===== config.mk =====
export PLATFORM = sky130hd
export DESIGN_NAME = spi_dac_multi_driver
export DESIGN_NICKNAME = d
export VERILOG_FILES = /design/src/rtl/spi_dac_multi_driver.sv
export SDC_FILE = /design/constraint.sdc
export NUM_CORES = 1
export LEC_CHECK = 0
export BUFFER_PORTS_ARGS = -buffer_cell sky130_fd_sc_hd__buf_2
export CORE_MARGIN = 4
export CORE_UTILIZATION = 35
export DETAILED_ROUTE_END_ITERATION = 10
export PLACE_DENSITY = 0.64
export SLEW_MARGIN = 30
export SYNTH_ARGS = -nofsm -noshare
export SYNTH_HDL_FRONTEND = slang
export SYNTH_SLANG_ARGS = --single-unit

===== constraint.sdc =====
create_clock -name clk_25mhz -period 2.4 [get_ports clk_25mhz]
set_input_delay 0.48 -clock clk_25mhz [delete_from_list [all_inputs] [get_ports clk_25mhz]]
set_output_delay 0.48 -clock clk_25mhz [all_outputs]
set_load 0.05 [all_outputs]

===== src/rtl/spi_dac_multi_driver.sv =====
// spi_dac_multi_driver
// Multi-channel SPI mode-0 master for MCP48x2-style DACs. One multi-channel
// sample is taken per handshake, one 16-bit command word is shifted out per
// channel, and an optional LDAC strobe updates all channel outputs together.
//
// Handshake: a sample is transferred on a rising clk_25mhz edge where
// sample_valid && sample_ready. sample_ready is only ever high in IDLE.
// sample_valid and sample_in are ignored while busy. sample_ready rises on the
// edge that completes a frame, so a held sample_valid is accepted one edge later.
module spi_dac_multi_driver #(
   parameter int CLK_DIV   = 6,
   parameter int NUM_CH    = 2,
   parameter int SAMPLE_W  = 16,
   parameter int DAC_BITS  = 12,
   parameter int SIGNED_IN = 0,
   parameter int GAIN_2X   = 0,
   parameter int LDAC_EN   = 1
) (
   input  logic                       clk_25mhz,
   input  logic                       reset_n,
   input  logic                       sample_valid,
   output logic                       sample_ready,
   input  logic [NUM_CH*SAMPLE_W-1:0] sample_in,
   output logic                       spi_sclk_out,
   output logic                       spi_mosi_out,
   output logic                       spi_cs_n_out,
   output logic                       dac_ldac_n_out,
   output logic                       busy,
   output logic                       frame_done
);

   // Reject illegal parameter combinations at elaboration time.
   generate
      if (CLK_DIV < 2) begin : g_bad_clk_div
         $error("spi_dac_multi_driver: CLK_DIV must be >= 2");
      end
      if (NUM_CH != 1 && NUM_CH != 2) begin : g_bad_num_ch
         $error("spi_dac_multi_driver: NUM_CH must be 1 or 2");
      end
      if (DAC_BITS != 8 && DAC_BITS != 10 && DAC_BITS != 12) begin : g_bad_dac_bits
         $error("spi_dac_multi_driver: DAC_BITS must be 8, 10 or 12");
      end
      if (DAC_BITS > SAMPLE_W) begin : g_bad_sample_w
         $error("spi_dac_multi_driver: DAC_BITS must not exceed SAMPLE_W");
      end
   endgenerate

   // The LDAC phase is twice as long as the others, so the divider must reach 2*CLK_DIV-1.
   localparam int DIV_W = $clog2(2 * CLK_DIV);

   // Frame completion is signalled on the edge that returns to IDLE, so no
   // separate resting DONE state is needed.
   typedef enum logic [2:0] {
      IDLE     = 3'd0,
      CS_SETUP = 3'd1,
      SHIFT    = 3'd2,
      CS_HOLD  = 3'd3,
      GAP      = 3'd4,
      LDAC     = 3'd5
   } state_t;

   state_t                       state_q, state_n;
   logic [DIV_W-1:0]             div_q, div_n;
   logic [3:0]                   bit_q, bit_n;
   logic                         ch_q, ch_n, nxt_ch;
   logic [15:0]                  shreg_q, shreg_n, word;
   logic [NUM_CH*SAMPLE_W-1:0]   smp_q, smp_n;
   logic                         sclk_q, sclk_n;
   logic                         mosi_q, mosi_n;
   logic                         cs_n_q, cs_n_n;
   logic                         ldac_n_q, ldac_n_n;
   logic                         ready_q, ready_n;
   logic                         busy_q, busy_n;
   logic                         done_q, done_n;
   logic                         phase_end;

   // Build the DAC command word for one channel from its raw sample.
   function automatic logic [15:0] make_word(input logic [SAMPLE_W-1:0] s, input logic chan);
      logic [SAMPLE_W-1:0] t;
      logic [DAC_BITS-1:0] d;
      logic [11:0]         f;
      t = s;
      if (SIGNED_IN != 0) t[SAMPLE_W-1] = ~t[SAMPLE_W-1];
      d = t[SAMPLE_W-1 -: DAC_BITS];
      f = 12'(d) << (12 - DAC_BITS);
      return {chan, 1'b0, (GAIN_2X != 0) ? 1'b0 : 1'b1, 1'b1, f};
   endfunction

   // State and registered-output register.
   always_ff @(posedge clk_25mhz or negedge reset_n) begin
      if (!reset_n) begin
         state_q  <= IDLE;
         div_q    <= '0;
         bit_q    <= '0;
         ch_q     <= 1'b0;
         shreg_q  <= '0;
         smp_q    <= '0;
         sclk_q   <= 1'b0;
         mosi_q   <= 1'b0;
         cs_n_q   <= 1'b1;
         ldac_n_q <= 1'b1;
         ready_q  <= 1'b0;
         busy_q   <= 1'b0;
         done_q   <= 1'b0;
      end else begin
         state_q  <= state_n;
         div_q    <= div_n;
         bit_q    <= bit_n;
         ch_q     <= ch_n;
         shreg_q  <= shreg_n;
         smp_q    <= smp_n;
         sclk_q   <= sclk_n;
         mosi_q   <= mosi_n;
         cs_n_q   <= cs_n_n;
         ldac_n_q <= ldac_n_n;
         ready_q  <= ready_n;
         busy_q   <= busy_n;
         done_q   <= done_n;
      end
   end

   // Next-state, timebase and next-output logic.
   always_comb begin
      state_n   = state_q;
      div_n     = '0;
      bit_n     = bit_q;
      ch_n      = ch_q;
      shreg_n   = shreg_q;
      smp_n     = smp_q;
      sclk_n    = sclk_q;
      mosi_n    = mosi_q;
      cs_n_n    = cs_n_q;
      ldac_n_n  = ldac_n_q;
      ready_n   = ready_q;
      busy_n    = busy_q;
      done_n    = 1'b0;
      word      = '0;
      nxt_ch    = ch_q + 1'b1;
      phase_end = (state_q == LDAC) ? (div_q == DIV_W'(2 * CLK_DIV - 1))
                                    : (div_q == DIV_W'(CLK_DIV - 1));

      if (state_q != IDLE) div_n = phase_end ? '0 : div_q + 1'b1;

      case (state_q)
         IDLE: begin
            if (sample_valid && ready_q) begin
               word    = make_word(sample_in[SAMPLE_W-1:0], 1'b0);
               smp_n   = sample_in;
               ch_n    = 1'b0;
               shreg_n = word;
               mosi_n  = word[15];
               cs_n_n  = 1'b0;
               ready_n = 1'b0;
               busy_n  = 1'b1;
               state_n = CS_SETUP;
            end else begin
               ready_n = 1'b1;
            end
         end
         CS_SETUP: begin
            if (phase_end) begin
               sclk_n  = 1'b1;
               bit_n   = '0;
               state_n = SHIFT;
            end
         end
         SHIFT: begin
            if (phase_end) begin
               if (sclk_q) begin
                  // Falling edge: present the next bit so it is stable at the next rise.
                  sclk_n  = 1'b0;
                  mosi_n  = shreg_q[14];
                  shreg_n = {shreg_q[14:0], 1'b0};
               end else if (bit_q == 4'd15) begin
                  state_n = CS_HOLD;
               end else begin
                  sclk_n = 1'b1;
                  bit_n  = bit_q + 1'b1;
               end
            end
         end
         CS_HOLD: begin
            if (phase_end) begin
               cs_n_n  = 1'b1;
               mosi_n  = 1'b0;
               state_n = GAP;
            end
         end
         GAP: begin
            if (phase_end) begin
               if (int'(ch_q) < NUM_CH - 1) begin
                  word    = make_word(smp_q[SAMPLE_W*int'(nxt_ch) +: SAMPLE_W], nxt_ch);
                  ch_n    = nxt_ch;
                  shreg_n = word;
                  mosi_n  = word[15];
                  cs_n_n  = 1'b0;
                  state_n = CS_SETUP;
               end else if (LDAC_EN != 0) begin
                  ldac_n_n = 1'b0;
                  state_n  = LDAC;
               end else begin
                  done_n  = 1'b1;
                  ready_n = 1'b1;
                  busy_n  = 1'b0;
                  state_n = IDLE;
               end
            end
         end
         LDAC: begin
            if (phase_end) begin
               ldac_n_n = 1'b1;
               done_n   = 1'b1;
               ready_n  = 1'b1;
               busy_n   = 1'b0;
               state_n  = IDLE;
            end
         end
         default: state_n = IDLE;
      endcase
   end

   assign sample_ready   = ready_q;
   assign spi_sclk_out   = sclk_q;
   assign spi_mosi_out   = mosi_q;
   assign spi_cs_n_out   = cs_n_q;
   assign dac_ldac_n_out = ldac_n_q;
   assign busy           = busy_q;
   assign frame_done     = done_q;

endmodule


Word level (Yosys, flattened, before mapping)
Cells that the tools add are included.
Storage, ports and cells
  bits in registers: 66
  bits of input ports: 35
  output and inout bits: 7
  logic and storage cells: 108
Operators by class
  add/sub/neg operators: 3
  order comparisons: 1
  equality and inequality tests: 20
  shift operators: 1
  muxes and demuxes: 49
  reduce and logical (&&, ||, !) cells: 21
Operator list (number)
  15-bit 2-to-1 mux: 5
  15-bit case mux with 3 select lines: 1
  32-bit by 6-bit variable part select with 16-bit output: 1
  3-bit 2-to-1 mux: 9
  4-bit 2-to-1 mux: 6
  2-bit inequality test (second input constant): 12
  1-bit 2-to-1 mux: 19
  3-bit case mux with 6 select lines: 1
  1-bit case mux with 2 select lines: 5
  5-bit AND reduction: 2
  3-bit nonzero test: 3
  4-bit by 1-bit adder with 4-bit output (second input constant): 2
  4-bit equality test (second input constant): 2
  4-bit case mux with 2 select lines: 1
  4-bit AND reduction: 2
  8-bit AND reduction: 1
  2-bit nonzero test: 4
  7-bit AND reduction: 1
  3-bit by 2-bit equality test with 1-bit output (second input constant): 2
  3-bit equality test (second input constant): 2
  3-bit AND reduction: 2
  6-bit AND reduction: 1
  4-bit by 3-bit equality test with 1-bit output (second input constant): 1
  1-bit case mux with 4 select lines: 1
  other kinds (8): 9

Depth between registers and ports, before layout
  word-level depth: 5
  mapped depth: 7
  gate-level depth less buffers: 5

Worst setup path after synthesis
Ideal clock, no wire load.
  kind: register to register
  from: register sclk_q, in the netlist spi_sclk_out
  to: register bit_q[0]
  library setup time: 0.125 ns
  arrival time: 1.730 ns
  required time: 2.275 ns
  path slack: 0.545 ns
  stages on the path, launching flop included: 5
  buffers on the path: 0
  clock period less this slack: 1.855 ns
  path through: dfrtp_1 > or3b_1 > a2bb2oi_1 > or2_4 > mux2_4
Between the ends
  word-level cells in the longest chain between the ends: 2
Ends and longest elaborated chain
  from (decl): RTL line 68  | logic sclk_q, sclk_n;
  from (signal assigned): RTL line 112  | sclk_q <= sclk_n;
  2-bit inequality test (no line)
  5-bit AND reduction (no line)
  to (signal assigned): RTL line 108  | bit_q <= bit_n;
  to (decl): RTL line 64  | logic [3:0] bit_q, bit_n;
Every way passes these cells.
A chain may end at the register's enable or synchronous reset.

Final worst setup path
  from: register state_q[1]
  to: register mosi_q, in the netlist spi_mosi_out
Between the ends
  word-level cells in the longest chain between the ends: 4
  elaborated cells on any way between the ends: 15
  those cells by class: eq/ne (10); mux (2); reduce/logical (3)
Ends and longest elaborated chain
  from (decl): RTL line 62  | state_t state_q, state_n;
  from (signal assigned): RTL line 106  | state_q <= state_n;
  3-bit equality test: RTL line 139  | phase_end = (state_q == LDAC) ? (div_q == DIV_W'(2 * CLK_DIV - 1))
  1-bit 2-to-1 mux: RTL line 139
  2-bit inequality test (no line)
  7-bit AND reduction (no line)
  to (signal assigned): RTL line 113  | mosi_q <= mosi_n;
  to (decl): RTL line 69  | logic mosi_q, mosi_n;
Several ways; a longest one is shown, not always the timed one.

==> metrics list <==
- Measured against its own limit, the worst slew margin works out to 0.524.
- Initial core utilization: 0.362
- Buffers inserted to repair hold after CTS numbered 0.
* Pin count of the biggest net entering global routing: 38
- The floorplan step set the die width to between 100 and 150 um.
- Dominant cell by count in the synthesized netlist: sky130_fd_sc_hd__nand2_1
* Final estimated routing congestion in global placement: 0.851
- The first detailed-routing pass ran for 4 iterations.
- Counting distinct cell types in the post-synthesis netlist gives 57.
- Count of antenna diodes in the layout: 0
- The die covers approximately 0.010 mm^2.
* Clock share of power: 0.501
* Final antenna-violating net count: 0
- Clock skew on the completed layout was measured at 0.0103 ns.
- Num Clock Sinks: 58
- The tool flagged a number of max-cap violations equal to 0.
- Of the total power, the share spent switching nets is 0.228.
- Fraction of synthesized cell area taken by the top area cell type: 0.466
* CTS tree: built
- Max clock buf depth: 2
- Final hold analysis gives a worst-case slack of 0.101 ns.
- For this block, the via count after detailed routing is 2,470.
- Floorplan die height: 101 um
- Registers take 0.00145 mm^2.
- CTS Buf Count: 9
* Placed wire-length estimate after detailed placement: ~4.9 mm
- For this run, the leading register cell type out of synthesis is sky130_fd_sc_hd__dfrtp_1.
* Post-placement cell count: 439
* Post-DR wirelength/cell: approximately 16 um
- IO Pins: 42
- By area the synthesized netlist is led by sky130_fd_sc_hd__dfrtp_1, sky130_fd_sc_hd__nand2_1, sky130_fd_sc_hd__mux2_4.
* DRC Markers: 0
* Setup crit end kind: register
* Total power: ~2 mW
- The path class of the tightest hold or removal check is in -> async.
- In the final timing run, aggregate negative setup slack is 0 ns.
* Cells traversed along the worst timing path: buf_4 > nand3b_1 > mux2_2 > a21oi_1 > mux2_1
- Layout cells sized above 1: 0.251
* Area of the multi-input gates: about 0.0014 mm^2
* Slowest Stage Delay on Critical Path: 0.51 ns
- After clock tree synthesis, the clock-pin slew on the worst setup and hold paths is 0.08 ns.
- Data required, critical path: about 2.6 ns
- Number of synthesized flops with an enable pin: 0
- In the synthesized netlist, the number of instances is between 300 and 400.
- Vias per cell: approximately 5.4
- Area Overhead vs Synth: 17.1%
* Standard-cell rows: 33
* Net load switching power: 0.468 mW
* Part of the cycle the worst path needs: 0.862
- The first global-routing pass estimated 12.5 mm of wire.
* RSZ-0062 raised after global routing: no
* Transition at the pin with the smallest max-transition slack: 0.714 ns
- After synthesis the cells add up to 0.00301 mm^2.
- For this run, the top clock speed supported by timing is 0.483 GHz.
* Part of the power in combinational logic: 0.024
- Averaged over all synthesized cells, the footprint is 9.64 um^2.
- Aggregate global routing overflow: 0
- Worst-skew pair later-pin latency: 0.35 ns
* Net Count, Synth: 349
- The root buffer cell chosen for the clock tree is sky130_fd_sc_hd__clkbuf_8.
- Arrival time worst endpoint: 2.30 ns
- In this run the static leakage power is 1.74 nW.
* Max-slew violation count: 0
* Number of hold-slack violations in the final timing report: 0
- Final setup violating endpoints: 0
- Category of the critical setup timing path: reg -> reg
* Slowest CP cell: sky130_fd_sc_hd__dfrtp_1
- Across the VDD grid, the largest voltage drop is 0.000452 V.
- The worst path needs 2.07 ns of the cycle, external delays included.
- Most used standard cells in the synthesized netlist: sky130_fd_sc_hd__nand2_1, sky130_fd_sc_hd__dfrtp_1, sky130_fd_sc_hd__a221oi_1
- Number of warnings printed during yosys synthesis: 0
- The number of antenna violations at the first check in global routing is 0.
- The internal portion of the total power is approximately 1.6 mW.
- The run finished with clean final reports.
* Final layout net count: about 380
- Post-route insts no fill: between 400 and 500
- Of the synthesized area, sequential elements account for 0.483.
* Maximum level of the CTS H-tree: 3
- Number of register bits inferred by synthesis: 58
- After floorplanning, the core was sized to cover roughly 0.0083 mm^2.
* Number of global-route vias before repair: 2,522
- Of the total power, registers draw 0.475.
* Detailed Route WL: between 7 and 8 mm
- Share of async-settable or async-resettable flops after synthesis: 1.00
- The filler cells instantiated in the layout total a little under 800.
* Total global-route track usage: 0.157
- Buffers added to address setup during post-CTS repair amount to 0.
* PwrDens: 584 mW/mm^2
- Of all cell types, the one taking the most synthesized area is sky130_fd_sc_hd__dfrtp_1.
* # resized after CTS: 0
- The first routing iteration left 261 violations.
- In this run the tool buffered the top-level ports with 33 buffer cells.
* Launching element type of the critical path: register
- Peak fanout along the critical path: 18
## power groups by stage
stage / Combinational (mW) / Sequential, mW / Clock [mW]
after detailed placement: 0.0514 / 0.996 / 0
final: 0.0501 / 0.977 / 1.03
after floorplan: 0.000732 / 0.996 / 0
after CTS: 0.0518 / 0.977 / 1.05
after global placement: 0.0512 / 0.996 / 0
after global routing: 0.0583 / 0.976 / 1.09
## worst paths after layout
| kind | startpoint | endpoint | slack [ns] | cells after the start |
|---|---|---|---|---|
| min in group clk_25mhz | sample_in[31] | smp_q[31]$_DFFE_PN0P_ | 0.31 | 3 |
| max | state_q[1]$_DFFE_PN0P_ | spi_mosi_out$_DFFE_PN0P_ | 0.33 | 5 |
| min | reset_n | div_q[0]$_DFF_PN0_ | 0.10 | 1 |
| max in group asynchronous | reset_n | div_q[3]$_DFF_PN0_ | 1.71 | 2 |
| min reg2reg | smp_q[4]$_DFFE_PN0P_ | smp_q[4]$_DFFE_PN0P_ | 0.48 | 2 |
| max reg2reg | state_q[1]$_DFFE_PN0P_ | spi_mosi_out$_DFFE_PN0P_ | 0.33 | 5 |
## final cells by class
cell class	count	area share
inverters	5	0.00533
repair buffers	44	0.0739
clock buffers	9	0.0352
well taps	105	0.0373
multi-input cells	227	0.406
flip-flops and latches	58	0.413
clock inverters	7	0.0291
## registers in the layout (all words and copies together), names as in the netlist
register and flops:
spi_sclk_out 1, sample_ready 1, shreg_q 15, busy 1
state_q 3, bit_q 4, smp_q 24, spi_mosi_out 1
frame_done 1, div_q 4, ch_q 1, dac_ldac_n_out 1
spi_cs_n_out 1
## worst max-delay path, delay by kind of cell, from the launching register on
| family | cells | cell delay (ns) |
|---|---|---|
| mux | 2 | 0.75 |
| flops | 1 | 0.51 |
| buf+inv | 1 | 0.31 |
| compound gates | 1 | 0.21 |
| simple gates | 1 | 0.17 |
## cells by family (layout without fill, tap and decap cells)
kind of cell / Yosys count / count (layout) / synth area share
AOI/OAI and AO/OA: 61 / 61 / 0.153
xor gates and xnor gates: 3 / 3 / 0.00874
adders and majority gates: 2 / 2 / 0.00832
buffers and inverters: 27 / 65 / 0.0412
DFF: 58 / 58 / 0.483
muxes: 18 / 18 / 0.0794
and+or+nand+nor: 143 / 143 / 0.226
## per-stage QoR
| stage | instance area (um^2) | worst slack (ns) | utilization |
|---|---|---|---|
| global placement | 3290 | 0.378 | 0.397 |
| detailed placement | 3290 | 0.361 | 0.397 |
| floorplan | 3010 | 0.545 | - |
| CTS | 3520 | 0.348 | 0.424 |
| global route | 3520 | 0.199 | 0.424 |
| finish | 3520 | 0.330 | 0.424 |
## cells in the final DEF (no fill, tap or decap), types with 2 or more instances in the layout
| cell type | n |
|---|---|
| sky130_fd_sc_hd__nand2_1 | 84 |
| sky130_fd_sc_hd__dfrtp_1 | 56 |
| sky130_fd_sc_hd__buf_2 | 33 |
| sky130_fd_sc_hd__a221oi_1 | 16 |
| sky130_fd_sc_hd__nand3_1 | 14 |
| sky130_fd_sc_hd__nor2_1 | 10 |
| sky130_fd_sc_hd__o21ai_0 | 10 |
| sky130_fd_sc_hd__mux2_4 | 10 |
| sky130_fd_sc_hd__buf_4 | 10 |
| sky130_fd_sc_hd__clkbuf_8 | 9 |
| sky130_fd_sc_hd__a21oi_1 | 6 |
| sky130_fd_sc_hd__mux2_2 | 5 |
| sky130_fd_sc_hd__nor2b_1 | 5 |
| sky130_fd_sc_hd__and3_1 | 5 |
| sky130_fd_sc_hd__o21ai_1 | 5 |
| sky130_fd_sc_hd__a2bb2oi_1 | 4 |
| sky130_fd_sc_hd__nor3b_1 | 3 |
| sky130_fd_sc_hd__inv_2 | 3 |
| sky130_fd_sc_hd__nand2b_1 | 3 |
| sky130_fd_sc_hd__o32a_1 | 3 |
| sky130_fd_sc_hd__clkinv_4 | 3 |
| sky130_fd_sc_hd__nor3_2 | 2 |
| sky130_fd_sc_hd__xnor2_1 | 2 |
| sky130_fd_sc_hd__nor3_1 | 2 |
| sky130_fd_sc_hd__nand4_1 | 2 |
| sky130_fd_sc_hd__o22ai_1 | 2 |
| sky130_fd_sc_hd__o21a_1 | 2 |
| sky130_fd_sc_hd__o31ai_1 | 2 |
| sky130_fd_sc_hd__mux2_1 | 2 |
| sky130_fd_sc_hd__or3_1 | 2 |
| sky130_fd_sc_hd__inv_1 | 2 |
| sky130_fd_sc_hd__ha_1 | 2 |
| sky130_fd_sc_hd__bufinv_16 | 2 |
| sky130_fd_sc_hd__dfstp_2 | 2 |
## layer usage
metal  vias up  global-route usage  routed length [um]
li1       1174                   -                   -
met1      1188               0.215                3140
met2        90               0.229                3360
met3        18              0.0311                 420
met4         0              0.0881                 203
met5         -                   0                   0
Power figures use the tool's default switching activity.
